--- src/rtl/multi_cycle_control_if.sv ---
// multi_cycle_control_if: control bus between the multi-cycle MIPS controller and its datapath/memory.
//   opcode, mem_ready          : datapath/memory -> controller
//   PCWrite..PCSource          : controller -> datapath strobes and selects
//   state, instr_done,
//   illegal_op, bus_err        : controller status (debug, retire pulse, traps)
//   master = controller side, slave = datapath/memory side.
interface multi_cycle_control_if #(
    parameter int ALUOP_W = 3
);
    logic [5:0]         opcode;
    logic               mem_ready;
    logic               PCWrite;
    logic               BranchEQ;
    logic               BranchNE;
    logic               BranchGTZ;
    logic               IorD;
    logic               MemRead;
    logic               MemWrite;
    logic               IRWrite;
    logic               MemToReg;
    logic               RegDst;
    logic               RegWrite;
    logic               ALUSrcA;
    logic [1:0]         ALUSrcB;
    logic [ALUOP_W-1:0] ALUOp;
    logic [1:0]         PCSource;
    logic [3:0]         state;
    logic               instr_done;
    logic               illegal_op;
    logic               bus_err;

    modport master (
        input  opcode, mem_ready,
        output PCWrite, BranchEQ, BranchNE, BranchGTZ, IorD, MemRead, MemWrite,
               IRWrite, MemToReg, RegDst, RegWrite, ALUSrcA, ALUSrcB, ALUOp,
               PCSource, state, instr_done, illegal_op, bus_err
    );

    modport slave (
        output opcode, mem_ready,
        input  PCWrite, BranchEQ, BranchNE, BranchGTZ, IorD, MemRead, MemWrite,
               IRWrite, MemToReg, RegDst, RegWrite, ALUSrcA, ALUSrcB, ALUOp,
               PCSource, state, instr_done, illegal_op, bus_err
    );
endinterface

--- src/rtl/multi_cycle_control.sv ---
// multi_cycle_control: multi-cycle MIPS control FSM with memory wait states, bus timeout and illegal-opcode trap.
//   clk   : clock, rising edge
//   rst_n : asynchronous active-low reset, forces FETCH
//   bus   : multi_cycle_control_if.master (opcode/mem_ready in; datapath strobes, state and status pulses out)
module multi_cycle_control #(
    parameter int ALUOP_W     = 3,
    parameter int MEM_TIMEOUT = 15
) (
    input  logic                   clk,
    input  logic                   rst_n,
    multi_cycle_control_if.master  bus
);
    typedef enum logic [3:0] {
        FETCH    = 4'd0,
        DECODE   = 4'd1,
        MEM_ADDR = 4'd2,
        MEM_RD   = 4'd3,
        MEM_WB   = 4'd4,
        MEM_WR   = 4'd5,
        EXEC     = 4'd6,
        R_WB     = 4'd7,
        BRANCH   = 4'd8,
        JUMP     = 4'd9,
        ADDI_EX  = 4'd10,
        ADDI_WB  = 4'd11
    } state_t;

    localparam logic [5:0] OP_R    = 6'b000000;
    localparam logic [5:0] OP_LW   = 6'b100011;
    localparam logic [5:0] OP_SW   = 6'b101011;
    localparam logic [5:0] OP_BEQ  = 6'b000100;
    localparam logic [5:0] OP_BNE  = 6'b000101;
    localparam logic [5:0] OP_BGTZ = 6'b000111;
    localparam logic [5:0] OP_J    = 6'b000010;
    localparam logic [5:0] OP_ADDI = 6'b001000;

    localparam logic [ALUOP_W-1:0] ALU_ADD   = ALUOP_W'(0);
    localparam logic [ALUOP_W-1:0] ALU_SUB   = ALUOP_W'(1);
    localparam logic [ALUOP_W-1:0] ALU_FUNCT = ALUOP_W'(2);
    localparam logic [ALUOP_W-1:0] ALU_GTZ   = ALUOP_W'(3);

    localparam int CW = (MEM_TIMEOUT < 2) ? 1 : $clog2(MEM_TIMEOUT + 1);

    state_t        cur, nxt;
    logic [CW-1:0] cnt;
    logic [5:0]    op_q;
    logic          waiting;
    logic          timeout;

    // cnt holds the number of earlier consecutive stalled cycles, so the
    // MEM_TIMEOUT-th stalled cycle is the one that raises bus_err.
    assign waiting = (cur == FETCH || cur == MEM_RD || cur == MEM_WR) && !bus.mem_ready;
    assign timeout = (MEM_TIMEOUT != 0) && waiting && (32'(cnt) == MEM_TIMEOUT - 1);

    always_ff @(posedge clk or negedge rst_n) begin
        if (!rst_n) begin
            cur  <= FETCH;
            cnt  <= '0;
            op_q <= '0;
        end else begin
            cur  <= nxt;
            cnt  <= (MEM_TIMEOUT != 0 && waiting && !timeout) ? cnt + CW'(1) : '0;
            op_q <= (cur == DECODE) ? bus.opcode : op_q;
        end
    end

    always_comb begin
        nxt            = cur;
        bus.PCWrite    = 1'b0;
        bus.BranchEQ   = 1'b0;
        bus.BranchNE   = 1'b0;
        bus.BranchGTZ  = 1'b0;
        bus.IorD       = 1'b0;
        bus.MemRead    = 1'b0;
        bus.MemWrite   = 1'b0;
        bus.IRWrite    = 1'b0;
        bus.MemToReg   = 1'b0;
        bus.RegDst     = 1'b0;
        bus.RegWrite   = 1'b0;
        bus.ALUSrcA    = 1'b0;
        bus.ALUSrcB    = 2'b00;
        bus.ALUOp      = ALU_ADD;
        bus.PCSource   = 2'b00;
        bus.instr_done = 1'b0;
        bus.illegal_op = 1'b0;
        case (cur)
            FETCH: begin
                bus.MemRead = !timeout;
                bus.ALUSrcB = 2'b01;
                bus.IRWrite = bus.mem_ready;
                bus.PCWrite = bus.mem_ready;
                nxt         = bus.mem_ready ? DECODE : FETCH;
            end
            DECODE: begin
                // Branch target PC+4+(imm<<2) is precomputed here for BRANCH.
                bus.ALUSrcB = 2'b11;
                case (bus.opcode)
                    OP_R:                      nxt = EXEC;
                    OP_LW, OP_SW:              nxt = MEM_ADDR;
                    OP_BEQ, OP_BNE, OP_BGTZ:   nxt = BRANCH;
                    OP_J:                      nxt = JUMP;
                    OP_ADDI:                   nxt = ADDI_EX;
                    default: begin
                        bus.illegal_op = 1'b1;
                        nxt            = FETCH;
                    end
                endcase
            end
            MEM_ADDR: begin
                bus.ALUSrcA = 1'b1;
                bus.ALUSrcB = 2'b10;
                nxt         = (op_q == OP_SW) ? MEM_WR : MEM_RD;
            end
            MEM_RD: begin
                bus.MemRead = !timeout;
                bus.IorD    = 1'b1;
                nxt         = bus.mem_ready ? MEM_WB : MEM_RD;
            end
            MEM_WB: begin
                bus.MemToReg   = 1'b1;
                bus.RegWrite   = 1'b1;
                bus.instr_done = 1'b1;
                nxt            = FETCH;
            end
            MEM_WR: begin
                bus.MemWrite   = !timeout;
                bus.IorD       = 1'b1;
                bus.instr_done = bus.mem_ready;
                nxt            = bus.mem_ready ? FETCH : MEM_WR;
            end
            EXEC: begin
                bus.ALUSrcA = 1'b1;
                bus.ALUOp   = ALU_FUNCT;
                nxt         = R_WB;
            end
            R_WB: begin
                bus.RegDst     = 1'b1;
                bus.RegWrite   = 1'b1;
                bus.instr_done = 1'b1;
                nxt            = FETCH;
            end
            BRANCH: begin
                bus.ALUSrcA    = 1'b1;
                bus.PCSource   = 2'b01;
                bus.ALUOp      = (op_q == OP_BGTZ) ? ALU_GTZ : ALU_SUB;
                bus.BranchEQ   = (op_q == OP_BEQ);
                bus.BranchNE   = (op_q == OP_BNE);
                bus.BranchGTZ  = (op_q == OP_BGTZ);
                bus.instr_done = 1'b1;
                nxt            = FETCH;
            end
            JUMP: begin
                bus.PCWrite    = 1'b1;
                bus.PCSource   = 2'b10;
                bus.instr_done = 1'b1;
                nxt            = FETCH;
            end
            ADDI_EX: begin
                bus.ALUSrcA = 1'b1;
                bus.ALUSrcB = 2'b10;
                nxt         = ADDI_WB;
            end
            ADDI_WB: begin
                bus.RegWrite   = 1'b1;
                bus.instr_done = 1'b1;
                nxt            = FETCH;
            end
            default: nxt = FETCH;
        endcase
        // A timed-out access abandons the instruction; mem_ready in that
        // same cycle already took the normal path since timeout needs it low.
        if (timeout) nxt = FETCH;
    end

    assign bus.state   = cur;
    assign bus.bus_err = timeout;
endmodule

--- src/flat_wrapper.sv ---
// flat-port wrapper written by rule: the top's interface ports become plain ports
module multi_cycle_control_flat 
#(
    parameter int ALUOP_W     = 3,
    parameter int MEM_TIMEOUT = 15
)
  (clk, rst_n, bus_opcode, bus_mem_ready, bus_PCWrite, bus_BranchEQ, bus_BranchNE, bus_BranchGTZ, bus_IorD, bus_MemRead, bus_MemWrite, bus_IRWrite, bus_MemToReg, bus_RegDst, bus_RegWrite, bus_ALUSrcA, bus_ALUSrcB, bus_ALUOp, bus_PCSource, bus_state, bus_instr_done, bus_illegal_op, bus_bus_err);
  multi_cycle_control_if #(.ALUOP_W(ALUOP_W)) bus_i ();
  input  logic clk;
  input  logic rst_n;
  input wire logic [$bits(bus_i.opcode)-1:0] bus_opcode;
  input wire logic [$bits(bus_i.mem_ready)-1:0] bus_mem_ready;
  output wire logic [$bits(bus_i.PCWrite)-1:0] bus_PCWrite;
  output wire logic [$bits(bus_i.BranchEQ)-1:0] bus_BranchEQ;
  output wire logic [$bits(bus_i.BranchNE)-1:0] bus_BranchNE;
  output wire logic [$bits(bus_i.BranchGTZ)-1:0] bus_BranchGTZ;
  output wire logic [$bits(bus_i.IorD)-1:0] bus_IorD;
  output wire logic [$bits(bus_i.MemRead)-1:0] bus_MemRead;
  output wire logic [$bits(bus_i.MemWrite)-1:0] bus_MemWrite;
  output wire logic [$bits(bus_i.IRWrite)-1:0] bus_IRWrite;
  output wire logic [$bits(bus_i.MemToReg)-1:0] bus_MemToReg;
  output wire logic [$bits(bus_i.RegDst)-1:0] bus_RegDst;
  output wire logic [$bits(bus_i.RegWrite)-1:0] bus_RegWrite;
  output wire logic [$bits(bus_i.ALUSrcA)-1:0] bus_ALUSrcA;
  output wire logic [$bits(bus_i.ALUSrcB)-1:0] bus_ALUSrcB;
  output wire logic [$bits(bus_i.ALUOp)-1:0] bus_ALUOp;
  output wire logic [$bits(bus_i.PCSource)-1:0] bus_PCSource;
  output wire logic [$bits(bus_i.state)-1:0] bus_state;
  output wire logic [$bits(bus_i.instr_done)-1:0] bus_instr_done;
  output wire logic [$bits(bus_i.illegal_op)-1:0] bus_illegal_op;
  output wire logic [$bits(bus_i.bus_err)-1:0] bus_bus_err;
  assign bus_i.opcode = bus_opcode;
  assign bus_i.mem_ready = bus_mem_ready;
  assign bus_PCWrite = bus_i.PCWrite;
  assign bus_BranchEQ = bus_i.BranchEQ;
  assign bus_BranchNE = bus_i.BranchNE;
  assign bus_BranchGTZ = bus_i.BranchGTZ;
  assign bus_IorD = bus_i.IorD;
  assign bus_MemRead = bus_i.MemRead;
  assign bus_MemWrite = bus_i.MemWrite;
  assign bus_IRWrite = bus_i.IRWrite;
  assign bus_MemToReg = bus_i.MemToReg;
  assign bus_RegDst = bus_i.RegDst;
  assign bus_RegWrite = bus_i.RegWrite;
  assign bus_ALUSrcA = bus_i.ALUSrcA;
  assign bus_ALUSrcB = bus_i.ALUSrcB;
  assign bus_ALUOp = bus_i.ALUOp;
  assign bus_PCSource = bus_i.PCSource;
  assign bus_state = bus_i.state;
  assign bus_instr_done = bus_i.instr_done;
  assign bus_illegal_op = bus_i.illegal_op;
  assign bus_bus_err = bus_i.bus_err;
  multi_cycle_control #(.ALUOP_W(ALUOP_W), .MEM_TIMEOUT(MEM_TIMEOUT)) u_core (.clk(clk), .rst_n(rst_n), .bus(bus_i));
endmodule
--- config.mk ---
export PLATFORM = sky130hd
export DESIGN_NAME = multi_cycle_control_flat
export DESIGN_NICKNAME = d
export VERILOG_FILES = /design/src/rtl/multi_cycle_control_if.sv /design/src/rtl/multi_cycle_control.sv /design/src/flat_wrapper.sv
export SDC_FILE = /design/constraint.sdc
export NUM_CORES = 1
export LEC_CHECK = 0
export BUFFER_PORTS_ARGS = -buffer_cell sky130_fd_sc_hd__buf_4
export CAP_MARGIN = 20
export CORE_ASPECT_RATIO = 1.4
export CORE_MARGIN = 2
export CORE_UTILIZATION = 24
export CTS_CLUSTER_DIAMETER = 60
export DETAILED_ROUTE_END_ITERATION = 12
export SLEW_MARGIN = 20
export SYNTH_ARGS = -nofsm -noshare
export SYNTH_HDL_FRONTEND = slang
export SYNTH_SLANG_ARGS = --single-unit
--- constraint.sdc ---
create_clock -name clk -period 2.3 [get_ports clk]
set_input_delay 0.345 -clock clk [delete_from_list [all_inputs] [get_ports clk]]
set_output_delay 0.345 -clock clk [all_outputs]
set_load 0.02 [all_outputs]
==> results of run 1 <==
## power breakdown
group | switching [mW] | internal (mW) | total, mW
registers | 0.132 | 0.338 | 0.471
clock network | 0.0839 | 0.152 | 0.235
logic | 0.512 | 0.402 | 0.915
total | 0.729 | 0.892 | 1.62
## per-stage QoR
| step | util (%) | setup slack [ps] | hold slack [ps] | total power, mW | area [um^2] |
|---|---|---|---|---|---|
| floorplan | - | 38.7 | 49.4 | 1.10 | 1110 |
| detailed placement | 31.1 | 355 | 208 | 1.39 | 1390 |
| global route | 32.6 | 2.30 | 356 | 1.75 | 1450 |
| global placement | 31.1 | 337 | 209 | 1.38 | 1390 |
| CTS | 32.5 | 77.1 | 347 | 1.64 | 1450 |
| finish | 32.6 | 148 | 353 | 1.62 | 1450 |
## critical path, stage by stage, from the launching register on
cell,delay [ps]
dfrtp_1,520
or3_1,400
o32a_2,200
nor2_1,190
nor4_1,70
buf_4,180
## cell usage after synthesis, types with 2 or more instances
library cell  instances
nor4_1                2
clkbuf_8              3
o22ai_1               2
a31oi_1               2
or2_2                 2
buf_2                 2
xor2_1                3
buf_4                 2
o21ai_0               5
dfrtp_1              14
nand2_1              22
nand3b_1              2
nand3_1               2
or3_1                 2
a21oi_1               8
nand2b_1              7
nor2_1               14
and3_1                3
nor3_1                5
ha_1                  2
inv_1                 3
## cell type report
| class | count | area (um^2) |
|---|---|---|
| repair buffers | 38 | 288 |
| inverters | 3 | 11.3 |
| multi-input cells | 106 | 669 |
| well taps | 62 | 77.6 |
| clock buffers | 4 | 55.1 |
| fillers | 504 | 3010 |
| flip-flops and latches | 14 | 353 |
## state kept, by name (all words and copies together) (netlist names)
register          count
u_core.cnt            4
u_core.bus.state      4
u_core.op_q           6
## path summary, 6_finish.rpt
kind	to	slack, ps	depth (start not counted)
max	bus_MemRead	150	5
min	u_core.op_q[5]	350	3
max reg2reg	u_core.bus.state[0]	560	5
min reg2reg	u_core.cnt[0]	490	1
max in group asynchronous	u_core.bus.state[0]	1620	2
min in group asynchronous	u_core.cnt[0]	490	2
## per-layer routing
metal | up-vias | track usage [%]
met5 | - | 0
met4 | 0 | 7.71
met3 | 11 | 1.40
met2 | 42 | 20.1
met1 | 497 | 13.5
li1 | 531 | -
## cell families (layout without fill, tap and decap cells)
family	Yosys count	after routing	synth area share [%]
adder cells (fa/ha/maj)	2	2	2.28
AO/OA/AOI/OAI	28	28	17.4
XOR/XNOR	4	4	3.19
AND/OR/NAND/NOR	70	70	35.4
buffers and inverters	12	45	8.43
other	1	1	0.341
flip-flops	14	14	31.9
multiplexers	1	1	1.02
## timing repair
action,in CTS,in global routing
gates resized for setup,0,2
endpoints found under the hold margin,14,0
buffers inserted,0,0
endpoints found under the setup margin,0,5
hold buffers,1,0
==> out/summary.txt, run 1 <==
RSZ-0062 raised after global routing -> false
Reg2Reg Launch Point -> u_core.bus.state[0]
Hold path start -> bus_opcode[5]
Wl on met1 -> 1110 um
Startpoint Class -> flip-flop
Share of cells above drive strength 1 -> 34.5%
Top_reg_cell synth -> dfrtp_1
CP max FO -> 13
Syn. warnings -> 0
Initial Utilization -> 24.6%
CTS tree -> built
Ant diodes -> 0
Dpl cells -> 222
IO Pins -> 35
Worst vdd ir -> 0.300 mV
Crit end category -> primary output
Largest net degree at the start of global routing -> 16
WP data arrival -> 1810 ps
Synth area leader -> dfrtp_1
Fraction of the yosys area taken by sequential cells -> 31.9%
CTS H-tree depth -> 1
Skew final -> 2.31 ps
Clk root buf -> clkbuf_8
Final Setup Violations -> 0
WL met2 -> 1500 um
Placer congestion estimate -> 0.823
Nets -> 177
#FFs+latches synth -> 14
TritonCTS Buffers -> 3
Commonest non-fill, non-tap cells in the layout -> 37 x buf_4, 22 x nand2_1, 14 x nor2_1
Drt first pass iters -> 4
Global route overflow -> 0
Sink Count -> 14
First-pass GRT wire length -> 4710 um
IO Port Bufs -> 33
HP Class -> primary input to flip-flop
Crit Path Category -> flip-flop to primary output
Maximum root-to-sink buffer count -> 2
Most common cell after layout, fill and taps aside -> buf_4
Post-synth top area share -> 31.9%
Gr usage total -> 12.0%
Initial antenna violation count -> 0
Hold Vio Cnt, Final -> 0
Max Used Layer -> met4
Area growth, synth to finish -> 32.3%
CP Launch Point -> u_core.bus.state[2]
WL per Instance -> 12.6 um
Yosys cell types -> 46
Synth Instances -> 132
Leakage -> 0.641 nW
FP Rows -> 29
Setup TNS -> 0 ps
Clk slew on worst S/H paths -> 60 ps
Status -> finished clean
Final worst path period share -> 93.6%
Avg Cell Area, Syn -> 8.32 um^2
PwrDens -> 1110 mW/mm^2
Drc violations -> 0
Data required, critical path -> 1960 ps
Via count -> 1081
EDFF count, synth -> 0
Wirelength, routed -> 2870 um
Slew Limit Fails -> 0
Max-Cap Viols -> 0
Post-synth ARST share -> 100%
Die Area -> 0.00514 mm^2
Area contributors post-synth -> dfrtp_1 32%, nand2_1 7.5%, nor2_1 4.8%
Final HPWL DP -> 2300 um
Clk Latency, worst-skew pair -> 240 ps
Vias in the first global route -> 1045
Post-Syn Area -> 0.00110 mm^2
Fmax -> 465 MHz
Via density -> 4.76
Synthesized Nets -> 143
Iteration-0 DRC count of the detailed router -> 75
Die H -> 84.1 um
Fin cells -> 227
Min Clock Period, post-route -> 2150 ps
Die X -> 61.2 um
Area of the core -> 0.00446 mm^2
Final ANT Viol Nets -> 0
Metal3 WL -> 122 um
Note: power is estimated with default switching activity, not from simulation.
==> inputs of run 2 (changes only) <==
--- a/config.mk
+++ b/config.mk
@@ -8,7 +8,7 @@
 export BUFFER_PORTS_ARGS = -buffer_cell sky130_fd_sc_hd__buf_4
 export CAP_MARGIN = 20
 export CORE_ASPECT_RATIO = 1.4
-export CORE_MARGIN = 2
+export CORE_MARGIN = 5
 export CORE_UTILIZATION = 24
 export CTS_CLUSTER_DIAMETER = 60
 export DETAILED_ROUTE_END_ITERATION = 12
==> run 2 against run 1 <==
Net effect: global-route usage down 2.6 points; hold slack gained 4.9 ps; largest power group unchanged; critical path depth increased by 1; sequential power up 2%; wire length increased by 0.91%; clock-buffer cell count fell by 1; core utilization down 0.68 points; first-iteration DRC count down 16%; non-clock buffer count decreased by 1; final cell count decreased by 0.88%; combinational power shrank 4.5%.
==> out/summary.txt, run 2 (same netlist as run 1, synthesis figures left out) <==
Gr busiest metal -> met2
TritonCTS Buffers -> 3 (unchanged)
Commonest non-fill, non-tap cells in the layout -> 36 x buf_4, 22 x nand2_1, 13 x nor2_1
Via count -> 1062 (-1.8%)
Data required, critical path -> 1960 ps (about the same)
Min Clock Period, post-route -> 2130 ps (-21.1 ps)
Fin cells -> 225 (-0.88%)
Final HPWL DP -> 2340 um (+1.8%)
CP Launch Point -> u_core.bus.state[2]
Setup Buffers After CTS -> 0 (unchanged)
Most common cell after layout, fill and taps aside -> buf_4
FILL cells -> 507 (+0.60%)
Die X -> 67.2 um (+9.8%)
Nets -> 176 (-0.56%)
Die H -> 90.1 um (+7.1%)
Area of the multi-input gates -> 672 um^2 (+0.37%)
IO Pins -> 35 (unchanged)
Initial antenna violation count -> 0 (unchanged)
Final worst path period share -> 92.7% (-0.92 points)
Area of the core -> 0.00450 mm^2 (+0.81%)
Via density -> 4.72 (-0.88%)
Maximum root-to-sink buffer count -> 2 (unchanged)
Grt met2 use -> 17.2% (-2.9 points)
Area growth, synth to finish -> 30.6%
Clk root buf -> clkbuf_8
First-pass GRT wire length -> 4500 um (-4.4%)
Ant diodes -> 0 (unchanged)
Die Area -> 0.00605 mm^2 (+18%)
RSZ-0062 raised after global routing -> false
Initial Utilization -> 24.4% (-0.20 points)
Reg2Reg Launch Point -> u_core.bus.state[1]
Max-Cap Viols -> 0 (unchanged)
Clk Latency, worst-skew pair -> 240 ps (about the same)
PwrDens -> 1080 mW/mm^2 (-3.3%)
R2R Setup Slk -> 430 ps (-130 ps)
Worst vdd ir -> 0.254 mV (-15%)
Global route overflow -> 0 (unchanged)
HP Class -> primary input to flip-flop
Met1 global-route usage -> 9.89% (-3.6 points)
Vias in the first global route -> 967 (-7.5%)
R2R depth -> 4 (-1)
Skew final -> 2.59 ps (+0.285 ps)
Startpoint Class -> flip-flop
WP data arrival -> 1790 ps (-20 ps)
Setup TNS -> 0 ps (unchanged)
CTS tree -> built
Dpl cells -> 221 (-0.45%)
CP max FO -> 11 (-2)
Largest net degree at the start of global routing -> 17 (+1)
Wirelength, routed -> 2900 um (+0.91%)
Iteration-0 DRC count of the detailed router -> 63 (-16%)
Slew Limit Fails -> 0 (unchanged)
Crit end category -> primary output
Drc violations -> 0 (unchanged)
Final ANT Viol Nets -> 0 (unchanged)
WL per Instance -> 12.9 um (+1.8%)
Reg area -> 353 um^2 (unchanged)
Status -> finished clean
Placer congestion estimate -> 0.816 (-0.88%)
Hold_ws -> 358 ps (+4.94 ps)
Most flop-heavy register -> u_core.op_q
Sink Count -> 14 (unchanged)
Met3 Use GR -> 1.87% (+0.47 points)
Final Setup Violations -> 0 (unchanged)
Leakage -> 0.630 nW (-1.8%)
CTS H-tree depth -> 1 (unchanged)
Fmax -> 469 MHz (+0.99%)
Reg-to-reg critical path endpoint -> u_core.bus.state[0]
IO Port Bufs -> 33 (unchanged)
Gr usage total -> 9.38% (-2.6 points)
Max reg flops -> 6 (unchanged)
FP Rows -> 29 (unchanged)
Share of cells above drive strength 1 -> 34.4% (-0.19 points)
Crit Path Category -> flip-flop to primary output
Clk slew on worst S/H paths -> 50 ps (about the same)
Hold Vio Cnt, Final -> 0 (unchanged)
CP endpoint -> bus_PCWrite
Drt first pass iters -> 4 (unchanged)
run 2: changes by cell type in the layout (fill, tap and decap cells not counted), sizes merged:
cell and delta:
clkbuf -1, buf -1
run 2: final cells by class:
cell class,count,area share (%)
clock buffer,3,2.88
inverter,3,0.785
multi-input combinational,106,46.8
sequential,14,24.6
tap,62,5.41
timing repair buffer,37,19.5
run 2: timing repair:
item,CTS,global route
setup endpoints to repair,0,4
hold buffers,1,0
resized for setup,0,3
endpoints found under the hold margin,14,0
run 2: metrics by stage:
step	cell area [um^2]	util [%]	worst slack [ps]	power, mW
floorplan	1110	-	38.7	1.10
global placement	1380	30.6	314	1.35
detailed placement	1380	30.6	319	1.36
CTS	1430	31.8	49.0	1.56
global route	1440	31.9	54.3	1.66
finish	1440	31.9	169	1.55
run 2: worst min path at each step:
stage                   from             endpoint  slack [ps]  depth (start not counted)
4_1_cts        bus_opcode[5]       u_core.op_q[5]         360                          3
3_3_place_gp           rst_n       u_core.op_q[1]         200                          1
2_1_floorplan          rst_n  u_core.bus.state[0]          50                          0
3_5_place_dp           rst_n       u_core.op_q[1]         210                          1
5_1_grt        bus_opcode[5]       u_core.op_q[5]         370                          3
6_report       bus_opcode[5]       u_core.op_q[5]         360                          3
run 2: metal layers:
| metal | vias to the layer above | wire length [um] |
|---|---|---|
| li1 | 529 | - |
| met1 | 495 | 1070 |
| met2 | 29 | 1580 |
| met3 | 9 | 164 |
| met4 | 0 | 74 |
| met5 | - | 0 |
run 2: critical path, stage by stage (launching register included):
cell and delay (ps):
dfrtp_1 560, buf_4 260, inv_1 90, nand2_1 130, nor2_1 80, or2_2 270, buf_4 160
run 2: where the power goes:
group          internal [mW]  switching [mW]  leakage [nW]
clock                  0.115          0.0774        0.0216
sequential             0.338           0.142         0.179
combinational          0.379           0.495         0.429
total                  0.833           0.715         0.630
==> inputs of run 3 (changes only) <==
--- a/config.mk
+++ b/config.mk
@@ -7,7 +7,6 @@
 export LEC_CHECK = 0
 export BUFFER_PORTS_ARGS = -buffer_cell sky130_fd_sc_hd__buf_4
 export CAP_MARGIN = 20
-export CORE_ASPECT_RATIO = 1.4
 export CORE_MARGIN = 5
 export CORE_UTILIZATION = 24
 export CTS_CLUSTER_DIAMETER = 60
==> run 3 against run 2 <==
Net effect: fmax rose by 1.3%; final area did not move; clock-buffer cell count did not move; sequential cell count did not move; clock power rose by 3%; critical path depth fell by 1; clock skew rose by 3.1 ps; sequential share of layout area did not move; setup slack improved by 26 ps; critical endpoint is now bus_MemRead.
==> out/summary.txt, run 3 (same netlist as run 1, synthesis figures left out) <==
Sink Count -> 14 (unchanged)
Reg2Reg Launch Point -> u_core.bus.state[3]
CP Launch Point -> u_core.bus.state[1]
Clk Latency, worst-skew pair -> 250 ps (about the same)
Wirelength, routed -> 2870 um (-0.90%)
CP max FO -> 15 (+4)
Max reg flops -> 6 (unchanged)
HP Class -> primary input to flip-flop
Via count -> 1037 (-2.4%)
R2R Setup Slk -> 430 ps (about the same)
Hold Vio Cnt, Final -> 0 (unchanged)
TritonCTS Buffers -> 3 (unchanged)
RSZ-0062 raised after global routing -> false
Clk root buf -> clkbuf_8
Crit Path Category -> flip-flop to primary output
Reg area -> 353 um^2 (unchanged)
Worst vdd ir -> 0.412 mV (+62%)
Min Clock Period, post-route -> 2100 ps (-26.5 ps)
Ant diodes -> 0 (unchanged)
Iteration-0 DRC count of the detailed router -> 137 (+120%)
Hold path start -> bus_opcode[5]
Drc violations -> 0 (unchanged)
Data required, critical path -> 1960 ps (about the same)
Initial Utilization -> 25.1% (+0.64 points)
First-pass GRT wire length -> 4710 um (+4.6%)
Vias in the first global route -> 1015 (+5.0%)
Most common cell after layout, fill and taps aside -> buf_4
Die X -> 77.7 um (+16%)
Post-route cell area -> 0.00144 mm^2 (unchanged)
CP peak stage delay -> 510 ps (-50 ps)
Worst path bufs/invs -> 1 (-2)
CTS tree -> built
Crit-path slowest cell -> dfrtp_2
Share of cells above drive strength 1 -> 34.5% (+0.19 points)
FILL cells -> 474 (-6.5%)
Largest net degree at the start of global routing -> 17 (unchanged)
WL per Instance -> 13.2 um (+2.8%)
Final HPWL DP -> 2270 um (-3.2%)
Most flop-heavy register -> u_core.op_q
Global route overflow -> 0 (unchanged)
IO Pins -> 35 (unchanged)
Initial antenna violation count -> 0 (unchanged)
WP data arrival -> 1760 ps (-30 ps)
Placer congestion estimate -> 0.772 (-5.4%)
Maximum root-to-sink buffer count -> 2 (unchanged)
Gr usage total -> 9.39% (+0.017 points)
Fmax -> 475 MHz (+1.3%)
Status -> finished clean
Nets -> 178 (+1.1%)
Setup Buffers After CTS -> 0 (unchanged)
Slew Limit Fails -> 0 (unchanged)
Final ANT Viol Nets -> 0 (unchanged)
Skew final -> 5.73 ps (+3.13 ps)
Area of the core -> 0.00438 mm^2 (-2.6%)
Final worst path period share -> 91.5% (-1.2 points)
Commonest non-fill, non-tap cells in the layout -> 38 x buf_4, 22 x nand2_1, 14 x nor2_1
Via density -> 4.78 (+1.2%)
Startpoint Class -> flip-flop
Die H -> 77.7 um (-14%)
Final Setup Violations -> 0 (unchanged)
PwrDens -> 1110 mW/mm^2 (+2.6%)
Clk slew on worst S/H paths -> 60 ps (about the same)
CTS H-tree depth -> 1 (unchanged)
Die Area -> 0.00603 mm^2 (-0.32%)
Max-Cap Viols -> 0 (unchanged)
Drt first pass iters -> 4 (unchanged)
Worst path cell trace -> nand3b_1 -> o32a_2 -> nor2_1 -> nor4_1 -> buf_4
Post-DP Area -> 0.00138 mm^2 (+0.18%)
Setup TNS -> 0 ps (unchanged)
FP Rows -> 24 (-17%)
Crit end category -> primary output
Leakage -> 0.639 nW (+1.6%)
Critical path's top delay family -> flip-flops
Area growth, synth to finish -> 30.6% (unchanged)
Worst slack, placed -> 366 ps (+47.0 ps)
Area of the multi-input gates -> 669 um^2 (-0.37%)
Final worst setup slack -> 195 ps (+26.5 ps)
IO Port Bufs -> 33 (unchanged)
run 3: stage by stage:
step / total power, mW / hold WS (ps) / std cells / utilization (%)
2_1_floorplan: 1.10 / 49.4 / 132 / -
3_3_place_gp: 1.40 / 203 / 213 / 31.5
3_5_place_dp: 1.40 / 204 / 213 / 31.5
4_1_cts: 1.61 / 334 / 217 / 32.7
5_1_grt: 1.71 / 341 / 217 / 32.7
6_report: 1.59 / 338 / 217 / 32.7
run 3: tightest hold or removal path: stages:
cell and delay [ps]:
buf_4 110, nand2_1 50, nand2_1 50
run 3: layout make-up:
type | instances | share of cell area, %
sequential | 14 | 24.6
tap | 52 | 4.53
timing repair buffer | 39 | 20.6
clock buffer | 3 | 2.88
multi-input combinational | 106 | 46.6
inverter | 3 | 0.785
run 3: power by group:
part | internal (mW) | switching [mW] | total [mW]
registers | 0.338 | 0.138 | 0.476
logic | 0.409 | 0.503 | 0.912
clock network | 0.116 | 0.0836 | 0.199
run 3: timing repair:
action	in CTS	in global routing
gates resized for setup	0	2
endpoints found under the hold margin	14	0
setup endpoints to repair	0	2
hold buffers	1	0
run 3: final timing paths:
path / end / depth (start not counted)
min in group asynchronous: u_core.op_q[5] / 2
setup / recovery: bus_MemRead / 5
hold / removal: u_core.op_q[5] / 3
setup reg to reg: u_core.bus.state[0] / 5
hold reg to reg: u_core.cnt[0] / 1
max in group asynchronous: u_core.bus.state[1] / 2
run 3: routing by layer:
| metal | up-vias | share of wire [%] | global-route usage [%] |
|---|---|---|---|
| met5 | - | 0 | 0 |
| met2 | 24 | 46 | 14.7 |
| li1 | 533 | - | - |
| met1 | 476 | 48 | 12.5 |
| met3 | 4 | 4.7 | 1.74 |
| met4 | 0 | 1.6 | 4.12 |
